File: src/rtl/synth_pkg.sv
// Shared types and saturating helpers for the synth voice datapath.
package synth_pkg;

    localparam int          ENV_W   = 16;
    localparam logic [15:0] ENV_MAX = 16'hFFFF;

    typedef enum logic [2:0] {
        ENV_IDLE    = 3'd0,
        ENV_ATTACK  = 3'd1,
        ENV_DECAY   = 3'd2,
        ENV_SUSTAIN = 3'd3,
        ENV_RELEASE = 3'd4
    } env_state_t;

    function automatic logic [15:0] sat_add(input logic [15:0] a, input logic [15:0] b);
        logic [16:0] sum;
        sum = {1'b0, a} + {1'b0, b};
        if (sum[16]) begin
            return ENV_MAX;
        end else begin
            return sum[15:0];
        end
    endfunction

    // Subtract with a lower clamp; a borrow also lands on the floor.
    function automatic logic [15:0] sat_sub_floor(input logic [15:0] a, input logic [15:0] b,
                                                  input logic [15:0] floor_v);
        logic [16:0] diff;
        diff = {1'b0, a} - {1'b0, b};
        if (diff[16] || (diff[15:0] < floor_v)) begin
            return floor_v;
        end else begin
            return diff[15:0];
        end
    endfunction

endpackage

File: src/rtl/sample_tick_gen.sv
// Free-running divider producing a one-cycle strobe every TICK_DIV clocks.
module sample_tick_gen #(
    parameter int TICK_DIV = 1042
) (
    input  logic CLK,
    input  logic RESET,
    output logic TICK
);

    localparam int CNT_W = (TICK_DIV > 2) ? $clog2(TICK_DIV) : 1;

    logic [CNT_W-1:0] count_r;

    assign TICK = (count_r == CNT_W'(TICK_DIV - 1));

    // Count 0..TICK_DIV-1 and wrap.
    always_ff @(posedge CLK) begin
        if (!RESET) begin
            count_r <= '0;
        end else if (TICK) begin
            count_r <= '0;
        end else begin
            count_r <= count_r + CNT_W'(1);
        end
    end

endmodule

File: src/rtl/adsr_envelope.sv
// One-voice ADSR envelope generator stepped at the sample tick.
// Optional feature: `define ADSR_EXP_RELEASE_EN for an exponential-like release.
module adsr_envelope
    import synth_pkg::*;
#(
    parameter int TICK_DIV = 1042
) (
    input  logic        CLK,
    input  logic        RESET,
    input  logic        KEY,
    input  logic [15:0] ATTACK,
    input  logic [15:0] DECAY,
    input  logic [15:0] SUSTAIN,
    input  logic [15:0] RLEASE,
    output logic [15:0] ENV,
    output logic        ENV_TICK,
    output logic        ACTIVE,
    output logic [2:0]  STATE
);

    logic        tick_s;
    logic        rise_s;
    logic        fall_s;
    logic        key_q_r;
    logic        env_tick_r;
    logic        active_r;
    logic [15:0] env_r;
    logic [15:0] env_nxt_s;
    logic [15:0] rel_env_s;
    env_state_t  state_r;
    env_state_t  state_nxt_s;

    sample_tick_gen #(.TICK_DIV(TICK_DIV)) u_tick (
        .CLK   (CLK),
        .RESET (RESET),
        .TICK  (tick_s)
    );

    assign rise_s = KEY & ~key_q_r;
    assign fall_s = ~KEY & key_q_r;

`ifdef ADSR_EXP_RELEASE_EN
    logic [15:0] rel_step_s;
    // Step shrinks with level; the +1 keeps it moving when the product rounds to zero.
    assign rel_step_s = 16'((32'(env_r) * 32'(RLEASE)) >> 16) + 16'd1;
    assign rel_env_s  = sat_sub_floor(env_r, rel_step_s, 16'h0000);
`else
    assign rel_env_s  = (RLEASE == 16'h0000) ? 16'h0000 : sat_sub_floor(env_r, RLEASE, 16'h0000);
`endif

    // Next state and saturated level step; gate edges take priority over tick work.
    always_comb begin
        state_nxt_s = state_r;
        env_nxt_s   = env_r;
        if (rise_s) begin
            state_nxt_s = ENV_ATTACK;
        end else if (fall_s) begin
            if ((state_r == ENV_ATTACK) || (state_r == ENV_DECAY) || (state_r == ENV_SUSTAIN)) begin
                state_nxt_s = ENV_RELEASE;
            end else begin
                state_nxt_s = state_r;
            end
        end else if (tick_s) begin
            case (state_r)
                ENV_ATTACK: begin
                    env_nxt_s = (ATTACK == 16'h0000) ? ENV_MAX : sat_add(env_r, ATTACK);
                    if (env_nxt_s == ENV_MAX) begin
                        state_nxt_s = ENV_DECAY;
                    end else begin
                        state_nxt_s = ENV_ATTACK;
                    end
                end
                ENV_DECAY: begin
                    env_nxt_s = (DECAY == 16'h0000) ? SUSTAIN : sat_sub_floor(env_r, DECAY, SUSTAIN);
                    if (env_nxt_s == SUSTAIN) begin
                        state_nxt_s = ENV_SUSTAIN;
                    end else begin
                        state_nxt_s = ENV_DECAY;
                    end
                end
                ENV_SUSTAIN: begin
                    env_nxt_s = SUSTAIN;
                end
                ENV_RELEASE: begin
                    env_nxt_s = rel_env_s;
                    if (env_nxt_s == 16'h0000) begin
                        state_nxt_s = ENV_IDLE;
                    end else begin
                        state_nxt_s = ENV_RELEASE;
                    end
                end
                ENV_IDLE: begin
                    env_nxt_s = 16'h0000;
                end
                default: begin
                    state_nxt_s = ENV_IDLE;
                    env_nxt_s   = 16'h0000;
                end
            endcase
        end else begin
            state_nxt_s = state_r;
        end
    end

    // State, level, gate history and registered status outputs.
    always_ff @(posedge CLK) begin
        if (!RESET) begin
            state_r    <= ENV_IDLE;
            env_r      <= 16'h0000;
            key_q_r    <= 1'b0;
            env_tick_r <= 1'b0;
            active_r   <= 1'b0;
        end else begin
            state_r    <= state_nxt_s;
            env_r      <= env_nxt_s;
            key_q_r    <= KEY;
            env_tick_r <= tick_s;
            active_r   <= (state_nxt_s != ENV_IDLE);
        end
    end

    assign ENV      = env_r;
    assign ENV_TICK = env_tick_r;
    assign ACTIVE   = active_r;
    assign STATE    = state_r;

endmodule

File: config.mk
export PLATFORM = sky130hd
export DESIGN_NAME = adsr_envelope
export DESIGN_NICKNAME = d
export VERILOG_FILES = /design/src/rtl/synth_pkg.sv /design/src/rtl/sample_tick_gen.sv /design/src/rtl/adsr_envelope.sv
export SDC_FILE = /design/constraint.sdc
export NUM_CORES = 1
export LEC_CHECK = 0
export ABC_AREA = 1
export CORE_ASPECT_RATIO = 0.9
export CORE_MARGIN = 2
export CORE_UTILIZATION = 40
export CTS_BUF_LIST = sky130_fd_sc_hd__clkbuf_4 sky130_fd_sc_hd__clkbuf_8 sky130_fd_sc_hd__clkbuf_16
export DETAILED_ROUTE_END_ITERATION = 8
export HOLD_SLACK_MARGIN = 0.15
export SYNTH_ARGS = -nofsm -noshare
export SYNTH_HDL_FRONTEND = slang
export SYNTH_HIERARCHICAL = 1
export SYNTH_SLANG_ARGS = --single-unit
export TNS_END_PERCENT = 100
File: constraint.sdc
create_clock -name CLK -period 4.2 [get_ports CLK]
set_input_delay 0.84 -clock CLK [delete_from_list [all_inputs] [get_ports CLK]]
set_output_delay 0.84 -clock CLK [all_outputs]
set_load 0.005 [all_outputs]
==> results.json, run 1 <==
{
  "status": "finished, final reports clean",
  "antenna_found_initial": 0,
  "cts_htree_levels": 2,
  "synth_xor_area_share_pct": 4.13,
  "cts_hold_buf": 0,
  "ff2ff_path_depth": 27,
  "grt-ovfl-total": 0,
  "critPathMaxStageDelay_ns": 0.40,
  "peakVddDrop_mv": 0.199,
  "clk_latency_ns": 0.28,
  "coreArea_mm2": 0.0140,
  "setup_viol": 0,
  "p_per_area_mw_per_mm2": 141,
  "wirelength_um": 21900,
  "synth.mux.area_fraction_pct": 0,
  "grt_pass1_vias": 6490,
  "synth_edf_count": 0,
  "cts_made_buffers": 5,
  "critical_path.max_fanout": 6,
  "drt_iter0_drc": 560,
  "io_buffers": 87,
  "vias": 7082,
  "fp.dieW_um": 130,
  "maxCapViolCount": 0,
  "first_pass_iters": 5,
  "start_kind": "input port",
  "stdcell_count": 1341,
  "hp-class": "flip-flop to flip-flop",
  "gp_congestion": 0.974,
  "hold_start": "u_tick/count_r[0]",
  "yosysTopAreaCell": "nand2_1",
  "seq_area_frac_synth_pct": 11.5,
  "critPathKind": "input port to flip-flop",
  "r2r_end": "ENV[12]",
  "cts_num_sinks": 33,
  "synth_cells": 963,
  "post-place-cells": 1312,
  "relSlewSlack_pct": 29.5,
  "regToRegStartpoint": "ENV[0]",
  "worstPathRequired_ns": 4.34,
  "yosys-top-cells-area": "nand2_1, ha_1, dfxtp_1",
  "synthDistinctLibCells": 48,
  "area_delta_synth_final_pct": 44.3,
  "layout-drive-gt1-share_pct": 22.0,
  "clkTransAtPathRegs_ns": 0.06,
  "fin_skew_ns": 0.00948,
  "ant_nets": 0,
  "clock_path_buffers": 2,
  "yosys_warnings": 6,
  "min_path_cells": 1,
  "rsz0062_at_grt": "yes",
  "critical-path-top-cell-by-count": "nand2_2",
  "fmax_mhz": 242,
  "endpoint": "ENV[12]",
  "rows": 41,
  "synth.net_count": 1100,
  "syn-cell-area_mm2": 0.00572,
  "period_minus_slack_ns": 4.13,
  "slew_violations": 0,
  "cpMaxStageDelayCell": "fa_2",
  "rrSetupSlack_ns": 0.17,
  "num_io_pins": 88,
  "synthFlopType": "dfxtp_1",
  "synthSimpleGateAreaFrac_pct": 37.2,
  "grt_usage_pct": 27.4,
  "leakage_uw": 0.00409,
  "hold_viol": 0,
  "synth-adder-area-share_pct": 15.7,
  "fin_nets": 1284,
  "synth_top_family_by_area": "simple AND/OR/NAND/NOR gates",
  "worst_pin_slew_ns": 1.05,
  "cts_tree": "yes",
  "end_kind": "flip-flop",
  "p_total_uw": 1170,
  "critPathLaunch": "DECAY[0]",
  "hpwl_um": 17200,
  "drcViolationCount": 0,
  "wl_per_cell_um": 16.3,
  "synth_area_per_cell_um2": 5.94,
  "grt_max_degree": 18,
  "worstPathArrival_ns": 4.27,
  "n_antenna_cell": 0,
  "async_flop_share_pct": 0,
  "via_per_inst": 5.28,
  "initial_core_util_pct": 40.9,
  "clockRootBuffer": "clkbuf_16",
  "synth-seq-cells": 33,
  "fp.dieH_um": 117,
  "synth_top_cell_area_share_pct": 16.5,
  "grt_pass1_wl_um": 33100,
  "die-area_mm2": 0.0153,
  "fin_crit_sh_pct": 98.3,
  "synth_compound_area_share_pct": 19.6
}
==> worst min path at each step <==
stage	to	slack, ns
after floorplan	u_tick/count_r[0]	0.44
after global placement	u_tick/count_r[0]	0.46
after detailed placement	u_tick/count_r[0]	0.47
after CTS	u_tick/count_r[0]	0.48
after global routing	u_tick/count_r[0]	0.50
final	u_tick/count_r[0]	0.48
==> power by group <==
group / switching (µW) / leakage, µW / internal [µW] / total, µW
Clock: 140 / 0.0000875 / 303 / 443
Combinational: 213 / 0.00373 / 188 / 401
Sequential: 5.93 / 0.000267 / 318 / 324
==> flip-flops by register name, indices dropped and copies added, names as in the netlist <==
register	count
key_q_r	1
ACTIVE	1
ENV_TICK	1
u_tick/count_r	11
STATE	3
ENV	16
==> kinds of logic after synthesis <==
kind of cell / count (synthesis)
AOI/OAI and AO/OA: 185
xor gates and xnor gates: 27
adders and majority gates: 70
buffers and inverters: 168
DFF: 33
and+or+nand+nor: 480
==> synthesized netlist by cell type, types with 4 or more instances <==
cell	n
nand3_1	72
inv_1	152
o21a_1	4
xnor2_1	8
nor2_1	81
o211ai_1	19
o31ai_1	5
nor3_1	19
buf_6	4
o21ai_0	34
ha_1	67
nor2_2	8
nor4_1	8
o2111ai_1	4
nand4_1	19
nand3_2	5
nand2_2	4
xor2_1	19
a21oi_2	4
o21bai_1	6
o21ai_1	10
nand2_1	251
clkbuf_1	6
a21oi_1	83
dfxtp_1	33
==> cell type report <==
cell class	count	area (µm²)
fillers	1364	5750
multi-input cells	765	4920
repair buffers	188	1680
flip-flops and latches	33	661
inverters	154	578
well taps	193	241
clock buffers	7	146
clock inverters	1	30.0
==> critical path: cells and delay by family <==
family                   cells  cell delay, ns
AND/OR/NAND/NOR             16            1.74
AO/OA/AOI/OAI                5            0.58
adder cells (fa/ha/maj)      3            0.84
buffers and inverters        3            0.26
==> metal layers <==
metal	track usage (%)	routed length [µm]	share of wire, %	vias to the layer above
met4	6.99	651	3.0	0
li1	-	-	-	3579
met2	42.3	9340	43	278
met3	4.82	1720	7.9	45
met1	39.3	10200	46	3180
met5	0	0	0	-
==> stage by stage <==
step                      setup WS (ns)  area [µm²]  hold WS (ns)  util (%)   TNS, ns
after floorplan                   0.211        5720         0.444         -         0
after global placement           -0.525        7380         0.459      52.7     -6.97
after detailed placement         -0.607        7380         0.466      52.7     -8.19
after CTS                      -0.00577        7770         0.478      55.5  -0.00577
after global routing             -0.114        8260         0.505      59.0    -0.515
final                            0.0703        8260         0.480      59.0         0
==> cells in the final DEF (no fill, tap or decap), drive strengths merged, types with 20 or more instances in the layout <==
cell type	count
dfxtp	33
ha	67
nand2	256
a21oi	87
inv	154
nand3	79
buf	102
nor3	20
o21ai	47
nor2	94
clkdlybuf4s50	72
==> what timing repair did <==
item                                    CTS  global route
pin swaps                                12            58
resized for setup                        42           105
setup buffers                            11             8
endpoints found under the hold margin     0             0
gates cloned                              2             1
endpoints found under the setup margin   18            18
No activity file was read; power rests on OpenSTA's default activity.
==> inputs of run 2 (changes only) <==
CORE_ASPECT_RATIO = not set   (was 0.9)
CTS_BUF_LIST = sky130_fd_sc_hd__clkbuf_8 sky130_fd_sc_hd__clkbuf_16   (was sky130_fd_sc_hd__clkbuf_4 sky130_fd_sc_hd__clkbuf_8 sky130_fd_sc_hd__clkbuf_16)
==> run 2 against run 1 <==
Compared with the run above:
- non-clock buffer count up 19
- sequential cell count unchanged
- die area about the same
- utilization up 1.7 points
- count of clock-buffer cells in the layout down 1
- critical path depth up 4
- combinational power up 4%
==> results.json, run 2 (synthesis gave the netlist of run 1 again) <==
{
  "wl_per_cell_um": 16.6,
  "vias": 7159,
  "hold_slack_ns": 0.485,
  "cpMaxStageDelayCell": "fa_2",
  "hold-path-endpoint": "u_tick/count_r[0]",
  "worst_pin_slew_ns": 1.01,
  "critical_path.max_fanout": 3,
  "critPathMaxStageDelay_ns": 0.36,
  "stdcell_area_mm2": 0.00846,
  "layout-drive-gt1-share_pct": 24.2,
  "relSlewSlack_pct": 32.4,
  "io_buffers": 87,
  "gp_congestion": 0.956,
  "critical-path-top-cell-by-count": "buf_4",
  "mostFrequentLayoutCell": "nand2_1",
  "drt_iter0_drc": 689,
  "n_antenna_cell": 0,
  "wirelength_um": 22400,
  "via_per_inst": 5.32,
  "p_switching_uw": 356,
  "clk_latency_ns": 0.27,
  "min_path_cells": 1,
  "clkTransAtPathRegs_ns": 0.05,
  "hpwl_um": 17500,
  "critPathKind": "input port to flip-flop",
  "drcViolationCount": 0,
  "status": "finished, final reports clean",
  "hold_viol": 0,
  "clockRootBuffer": "clkbuf_16",
  "grt_usage_pct": 28.1,
  "layout_common_cells": "nand2_1, inv_1, buf_4",
  "seq_power_share_pct": 27.7,
  "slew_violations": 0,
  "start_kind": "input port",
  "fmax_mhz": 248,
  "clock_path_buffers": 2,
  "fin_ws_ns": 0.166,
  "leakage_uw": 0.00420,
  "grt_pass1_vias": 6578,
  "grt_pass1_wl_um": 33200,
  "first_pass_iters": 5,
  "maxCapViolCount": 0,
  "dpl-instance-area_mm2": 0.00738,
  "hold_start": "u_tick/count_r[0]",
  "regToRegStartpoint": "ENV[0]",
  "cts_made_buffers": 5,
  "cts_num_sinks": 33,
  "fin_skew_ns": 0.00521,
  "antenna_found_initial": 0,
  "die-area_mm2": 0.0153,
  "r2r_end": "ACTIVE",
  "peakVddDrop_mv": 0.122,
  "worstPathArrival_ns": 4.25,
  "grt-ovfl-total": 0,
  "rows": 43,
  "fin_crit_sh_pct": 96.0,
  "fin_util_pct": 60.7,
  "fp.dieW_um": 124,
  "switching_share_pct": 30.4,
  "hp-class": "flip-flop to flip-flop",
  "setup_viol": 0,
  "cts_htree_levels": 2,
  "grt_max_degree": 18,
  "fin_nets": 1301,
  "ff2ff_path_depth": 31,
  "fp.dieH_um": 124,
  "num_io_pins": 88,
  "clockPowerShare_pct": 36.4,
  "coreArea_mm2": 0.0139,
  "worstPathRequired_ns": 4.42,
  "cts_tree": "yes",
  "largest_reg_flops": 16,
  "initial_core_util_pct": 41.1,
  "area_delta_synth_final_pct": 47.8,
  "period_minus_slack_ns": 4.03,
  "p_per_area_mw_per_mm2": 138,
  "p_int_uw": 812,
  "end_kind": "flip-flop",
  "rrSetupSlack_ns": 0.37,
  "dpl_worst_slack_ns": -0.525,
  "comb_power_share_pct": 35.9,
  "ant_nets": 0
}
run 2: critical path: cells and delay by family:
family | cells | cell delay, ns
AOI/OAI and AO/OA | 3 | 0.37
adders and majority gates | 2 | 0.49
and+or+nand+nor | 11 | 0.80
buffers and inverters | 14 | 1.57
xor gates and xnor gates | 1 | 0.20
run 2: metal layers:
metal / vias to the layer above / share of wire [%] / GRT usage [%]
met4: 0 / 3.4 / 8.45
li1: 3606 / - / -
met1: 3208 / 43 / 36.6
met5: - / 0 / 0
met2: 285 / 47 / 48.7
met3: 60 / 6.8 / 3.11
run 2: worst max-delay path by stage:
stage / startpoint / cells after the start / slack [ns] / endpoint
after floorplan: DECAY[0] / 23 / 0.21 / ENV[11]
after global placement: DECAY[0] / 24 / -0.50 / ENV[10]
after detailed placement: DECAY[0] / 24 / -0.53 / ENV[10]
after CTS: DECAY[10] / 29 / 0.0008 / ACTIVE
after global routing: DECAY[0] / 29 / -0.04 / ACTIVE
final: DECAY[0] / 31 / 0.17 / ACTIVE
run 2: power by group through the flow:
| stage | registers [µW] | clock network [µW] | logic (µW) |
|---|---|---|---|
| floorplan | 329 | 0 | 167 |
| global placement | 331 | 0 | 334 |
| detailed placement | 330 | 0 | 333 |
| CTS | 324 | 435 | 366 |
| global route | 324 | 453 | 455 |
| finish | 324 | 425 | 419 |
run 2: final cells by class:
class	instances	area (µm²)
Timing Repair Buffer	207	1830
Inverter	154	578
Sequential cell	33	661
Multi-Input combinational cell	763	4990
Tap cell	180	225
Fill cell	1353	5480
Clock buffer	6	139
Clock inverter	2	33.8
run 2: what timing repair did:
action	4_1_cts	5_1_grt
resized for setup	52	110
endpoints found under the setup margin	17	18
setup buffers	21	13
hold buffers	0	0
pin swaps	23	55
cloned	1	0
run 2: through the flow:
step | std cells | TNS [ns] | total power [µW]
after floorplan | 963 | 0 | 497
after global placement | 1302 | -6.91 | 664
after detailed placement | 1302 | -7.35 | 663
after CTS | 1332 | 0 | 1130
after global routing | 1345 | -0.0702 | 1230
final | 1345 | 0 | 1170
==> inputs of run 3 (changes only) <==
GPL_TIMING_DRIVEN = 0   (was not set)
==> run 3 against run 2 <==
Compared with the run above:
- sequential share of layout area rose by 0.49 points
- fmax hardly changed
- utilization down 3.6 points
- clock skew grew 0.0035 ns
- design area fell by 5.9%
- via count decreased by 3.4%
- setup slack better by 0.00085 ns
- largest cell class unchanged
- largest power group unchanged
==> results.json, run 3 (synthesis gave the netlist of run 1 again) <==
{
  "worstPathArrival_ns": 4.18,
  "fp.dieH_um": 124,
  "layout-drive-gt1-share_pct": 19.3,
  "peakVddDrop_mv": 0.121,
  "critical-path-top-cell-by-count": "nand2_2",
  "hp-class": "flip-flop to flip-flop",
  "grt_max_degree": 11,
  "setup_viol": 0,
  "grt_usage_pct": 27.5,
  "end_kind": "flip-flop",
  "nFillCells": 1375,
  "fin_crit_sh_pct": 96.0,
  "coreArea_mm2": 0.0139,
  "fp.dieW_um": 124,
  "clk_latency_ns": 0.28,
  "area_delta_synth_final_pct": 39.1,
  "clockRootBuffer": "clkbuf_16",
  "grt_pass1_wl_um": 32600,
  "grt-ovfl-total": 0,
  "fin_ws_ns": 0.167,
  "cts_htree_levels": 2,
  "cts_tree": "yes",
  "io_buffers": 87,
  "fin_nets": 1242,
  "p_per_area_mw_per_mm2": 142,
  "wirelength_um": 21400,
  "hpwl_um": 16200,
  "cts_hold_buf": 0,
  "hold_viol": 0,
  "largest_reg_flops": 16,
  "slew_violations": 0,
  "fmax_mhz": 248,
  "critPathMaxStageDelay_ns": 0.26,
  "wl_per_cell_um": 16.6,
  "cts_num_sinks": 33,
  "drcViolationCount": 0,
  "gp_congestion": 0.961,
  "post-place-cells": 1230,
  "start_kind": "input port",
  "relSlewSlack_pct": 53.7,
  "clock_path_buffers": 2,
  "drt_iter0_drc": 521,
  "initial_core_util_pct": 41.1,
  "worstPathRequired_ns": 4.35,
  "mostFrequentLayoutCell": "nand2_1",
  "cp_cell_sequence": "dlygate4sd2_1, inv_2, ha_4, nand2_2, nand2_2, a21oi_2, nor2_1, nor2_1, nand2_2, xor2_4, ha_4, a21oi_4, o21ai_2, a21oi_2, nand2_2, nand2_2, nor2_4, buf_6, bufbuf_16, o211ai_1, o21ai_2, o31ai_1, a21oi_1",
  "antenna_found_initial": 0,
  "maxCapViolCount": 0,
  "die-area_mm2": 0.0153,
  "fin_skew_ns": 0.00870,
  "critical_path.max_fanout": 7,
  "cts_made_buffers": 5,
  "regToRegStartpoint": "ENV[8]",
  "worst_pin_slew_ns": 0.689,
  "vias": 6917,
  "dpl_worst_slack_ns": -0.961,
  "critPathLaunch": "DECAY[8]",
  "grt_pass1_vias": 6542,
  "cpMaxStageDelayCell": "bufbuf_16",
  "num_io_pins": 88,
  "stdcell_count": 1286,
  "clkTransAtPathRegs_ns": 0.06,
  "status": "finished, final reports clean",
  "leakage_uw": 0.00386,
  "period_minus_slack_ns": 4.03,
  "hold_start": "u_tick/count_r[0]",
  "via_per_inst": 5.38,
  "critPathKind": "input port to flip-flop",
  "first_pass_iters": 5,
  "rows": 43,
  "n_antenna_cell": 0,
  "layout_common_cells": "nand2_1, inv_1, a21oi_1, nor2_1, clkdlybuf4s50_1",
  "ant_nets": 0
}
[run 3: changes by cell type in the layout (fill, tap and decap cells not counted), sizes merged]
cell,change
clkbuf,+8
buf,-65
nand3,-1
dlymetal6s2s,-5
clkdlybuf4s15,+1
dlygate4sd2,+2
bufbuf,+1
[run 3: worst paths after layout]
path / endpoint / slack (ns) / depth (start not counted)
min: u_tick/count_r[0] / 0.48 / 1
min reg2reg: u_tick/count_r[0] / 0.48 / 1
max: ENV[6] / 0.17 / 23
max reg2reg: ENV[6] / 0.32 / 21
[run 3: where the power goes]
part / leakage [µW] / switching (µW) / internal (µW)
Combinational: 0.00351 / 205 / 170
Clock: 0.0000883 / 135 / 294
Sequential: 0.000267 / 5.52 / 318
[run 3: worst max-delay path, delay by kind of cell]
kind | cells | cell delay, ns
adder cells (fa/ha/maj) | 2 | 0.46
AND/OR/NAND/NOR | 8 | 0.80
buffers and inverters | 4 | 0.73
XOR/XNOR | 1 | 0.21
AO/OA/AOI/OAI | 8 | 1.12
[run 3: metal layers]
layer	up-vias	GRT usage, %	wire [µm]
li1	3496	-	-
met3	58	2.70	1370
met1	3103	35.2	9190
met2	260	47.4	9960
met4	0	10.9	881
met5	-	0	0
[run 3: final cells by class]
class / instances / area [µm²] / area share [%]
multi-input cells: 762 / 4960 / 62.3
repair buffers: 135 / 1250 / 15.7
plain buffers: 14 / 108 / 1.35
clock inverters: 2 / 33.8 / 0.425
clock buffers: 6 / 139 / 1.75
well taps: 180 / 225 / 2.83
inverters: 154 / 581 / 7.30
flip-flops and latches: 33 / 661 / 8.30
[run 3: stage by stage]
stage / instance area [µm²] / setup TNS (ns) / hold slack [ns] / power (µW) / utilization (%)
after detailed placement: 6820 / -14.96 / 0.470 / 624 / 48.9
final: 7960 / 0 / 0.476 / 1130 / 57.1
after global placement: 6820 / -15.50 / 0.461 / 624 / 48.9
after floorplan: 5720 / 0 / 0.444 / 497 / -
after global routing: 7960 / -0.0338 / 0.501 / 1190 / 57.1
after CTS: 7620 / 0 / 0.484 / 1090 / 54.7
[run 3: timing repair]
action,in CTS,in global routing
gates cloned,2,0
resized for setup,81,88
setup endpoints to repair,18,16
buffers inserted,37,10
pin swaps,40,55
==> variant, RTL diff (settings of run 2) <==
Build with the macro `ADSR_EXP_RELEASE_EN` defined.
--- a/src/rtl/adsr_envelope.sv
+++ b/src/rtl/adsr_envelope.sv
@@ -1,5 +1,7 @@
 // One-voice ADSR envelope generator stepped at the sample tick.
 // Optional feature: `define ADSR_EXP_RELEASE_EN for an exponential-like release.
+`define ADSR_EXP_RELEASE_EN
+
 module adsr_envelope
     import synth_pkg::*;
 #(
Check against the original RTL: no difference found for any inputs over 10 cycles, from zero or initial values and one cycle with RESET low; that may be too few to reach the edited logic, so the function may still have changed.
==> variant against run 2 <==
- the run now ends with setup timing left
- synthesized area grew to 2.5 times the old value
- routed wire length is 120% higher
- setup slack worse by 4.0 ns
- total power is 9.6% higher
- hold slack better by 0.0064 ns
- sequential cell count stayed put
- final area is 150% higher
- via count is 110% higher
- sequential power hardly changed
- critical path type unchanged
==> variant: results (changes against run 2) <==
* Area contributors post-synth: fa_1 27%, nand2_1 16%, ha_1 15%, inv_1 13%, dfxtp_1 4.6% (was nand2_1 16%, ha_1 15%, dfxtp_1 12%, inv_1 10%, a21oi_1 7.3%)
* Met3 GRT Util at 0.0244 (was 0.0311)
* Synthesized net count at 2554 (was 1100)
* GRT Total Usage at 0.255 (was 0.281)
* Period Utilization, post-route at 1.91 (was 0.960)
* Critical Path Start: RLEASE[4] (was DECAY[0])
* Critical path peak fanout at 6 (was 3)
* Final setup viols at 18 (was 0)
* Met1 Usage GRT at 0.328 (was 0.366)
* Final worst slack at -3.80 ns (was 0.166 ns)
* Met2 usage at 0.454 (was 0.487)
* Register area share after synthesis at 0.0460 (was 0.115)
* Placer Congestion at 0.952 (was 0.956)
* Reg2reg setup slack at -3.62 ns (was 0.37 ns)
* Largest net degree at the start of global routing at 19 (was 18)
* Drt total wl at 49000 µm (was 22400 µm)
* Final Instance Count excl. Fillers at 3003 (was 1345)
* Synth unique cells at 55 (was 48)
* Slowest stage delay, CP at 0.54 ns (was 0.36 ns)
* Status: finished with violations (was finished, final reports clean)
* Failing checks: setup timing
* DRT iter0 DRCs at 801 (was 689)
* Dpl hpwl at 38800 µm (was 17500 µm)
* Worst r2r path cells at 44 (was 31)
* Drt pass-1 iters at 6 (was 5)
* Fin Clk Skew at 0.0119 ns (was 0.00521 ns)
* Fraction of layout instances using a drive strength above 1 at 0.308 (was 0.242)
* Peak VDD IR at 0.215 mV (was 0.122 mV)
* Commonest cells in the synthesized netlist: 611 x nand2_1, 496 x inv_1, 196 x fa_1 (was 251 x nand2_1, 152 x inv_1, 83 x a21oi_1)
* R2r startpoint: ENV[6]$_SDFFE_PN0P_ (was ENV[0]$_SDFFE_PN0P_)
* Leak Pwr at 11.5 nW (was 4.20 nW)
* Synth Instances at 2122 (was 963)
* First-pass GRT wire length at 77500 µm (was 33200 µm)
variant: cells by family after synthesis:
kind of cell,after synthesis,share of synthesized area
AOI/OAI and AO/OA,206,0.0865
xor gates and xnor gates,57,0.0374
DFF,33,0.0460
buffers and inverters,582,0.153
and+or+nand+nor,879,0.257
adders and majority gates,365,0.420
variant: where the power goes:
group / total [mW] / switching, mW / internal [mW]
clock: 0.446 / 0.164 / 0.281
combinational: 0.512 / 0.266 / 0.246
sequential: 0.323 / 0.00539 / 0.317
variant: cell type report:
type,count,area (µm²)
multi-input cells,1507,13000
repair inverters,1,8.76
clock buffers,5,125
well taps,461,577
inverters,505,1910
clock inverters,3,46.3
repair buffers,488,4390
flip-flops and latches,33,667
fillers,3318,14700
variant: metrics by stage:
stage | setup slack [ns] | hold slack, ns | util | power, mW | setup TNS [ns]
floorplan | -3.52 | 0.444 | - | 0.516 | -61.50
global placement | -4.47 | 0.464 | 0.518 | 0.708 | -78.25
detailed placement | -4.54 | 0.477 | 0.518 | 0.712 | -79.89
CTS | -3.78 | 0.491 | 0.554 | 1.22 | -66.10
global route | -4.17 | 0.512 | 0.585 | 1.33 | -72.39
finish | -3.80 | 0.491 | 0.585 | 1.28 | -66.08
variant: what timing repair did:
item	in CTS	in global routing
pin swaps	93	136
hold endpoints to repair	0	0
endpoints found under the setup margin	19	19
cloned	7	0
buffers inserted	54	31
gates resized for setup	213	249
variant: worst max-delay path, delay by kind of cell:
family	cells	cell delay, ns
adder cells (fa/ha/maj)	9	3.72
buffers and inverters	12	1.09
AND/OR/NAND/NOR	17	1.65
AO/OA/AOI/OAI	4	0.57
XOR/XNOR	2	0.30
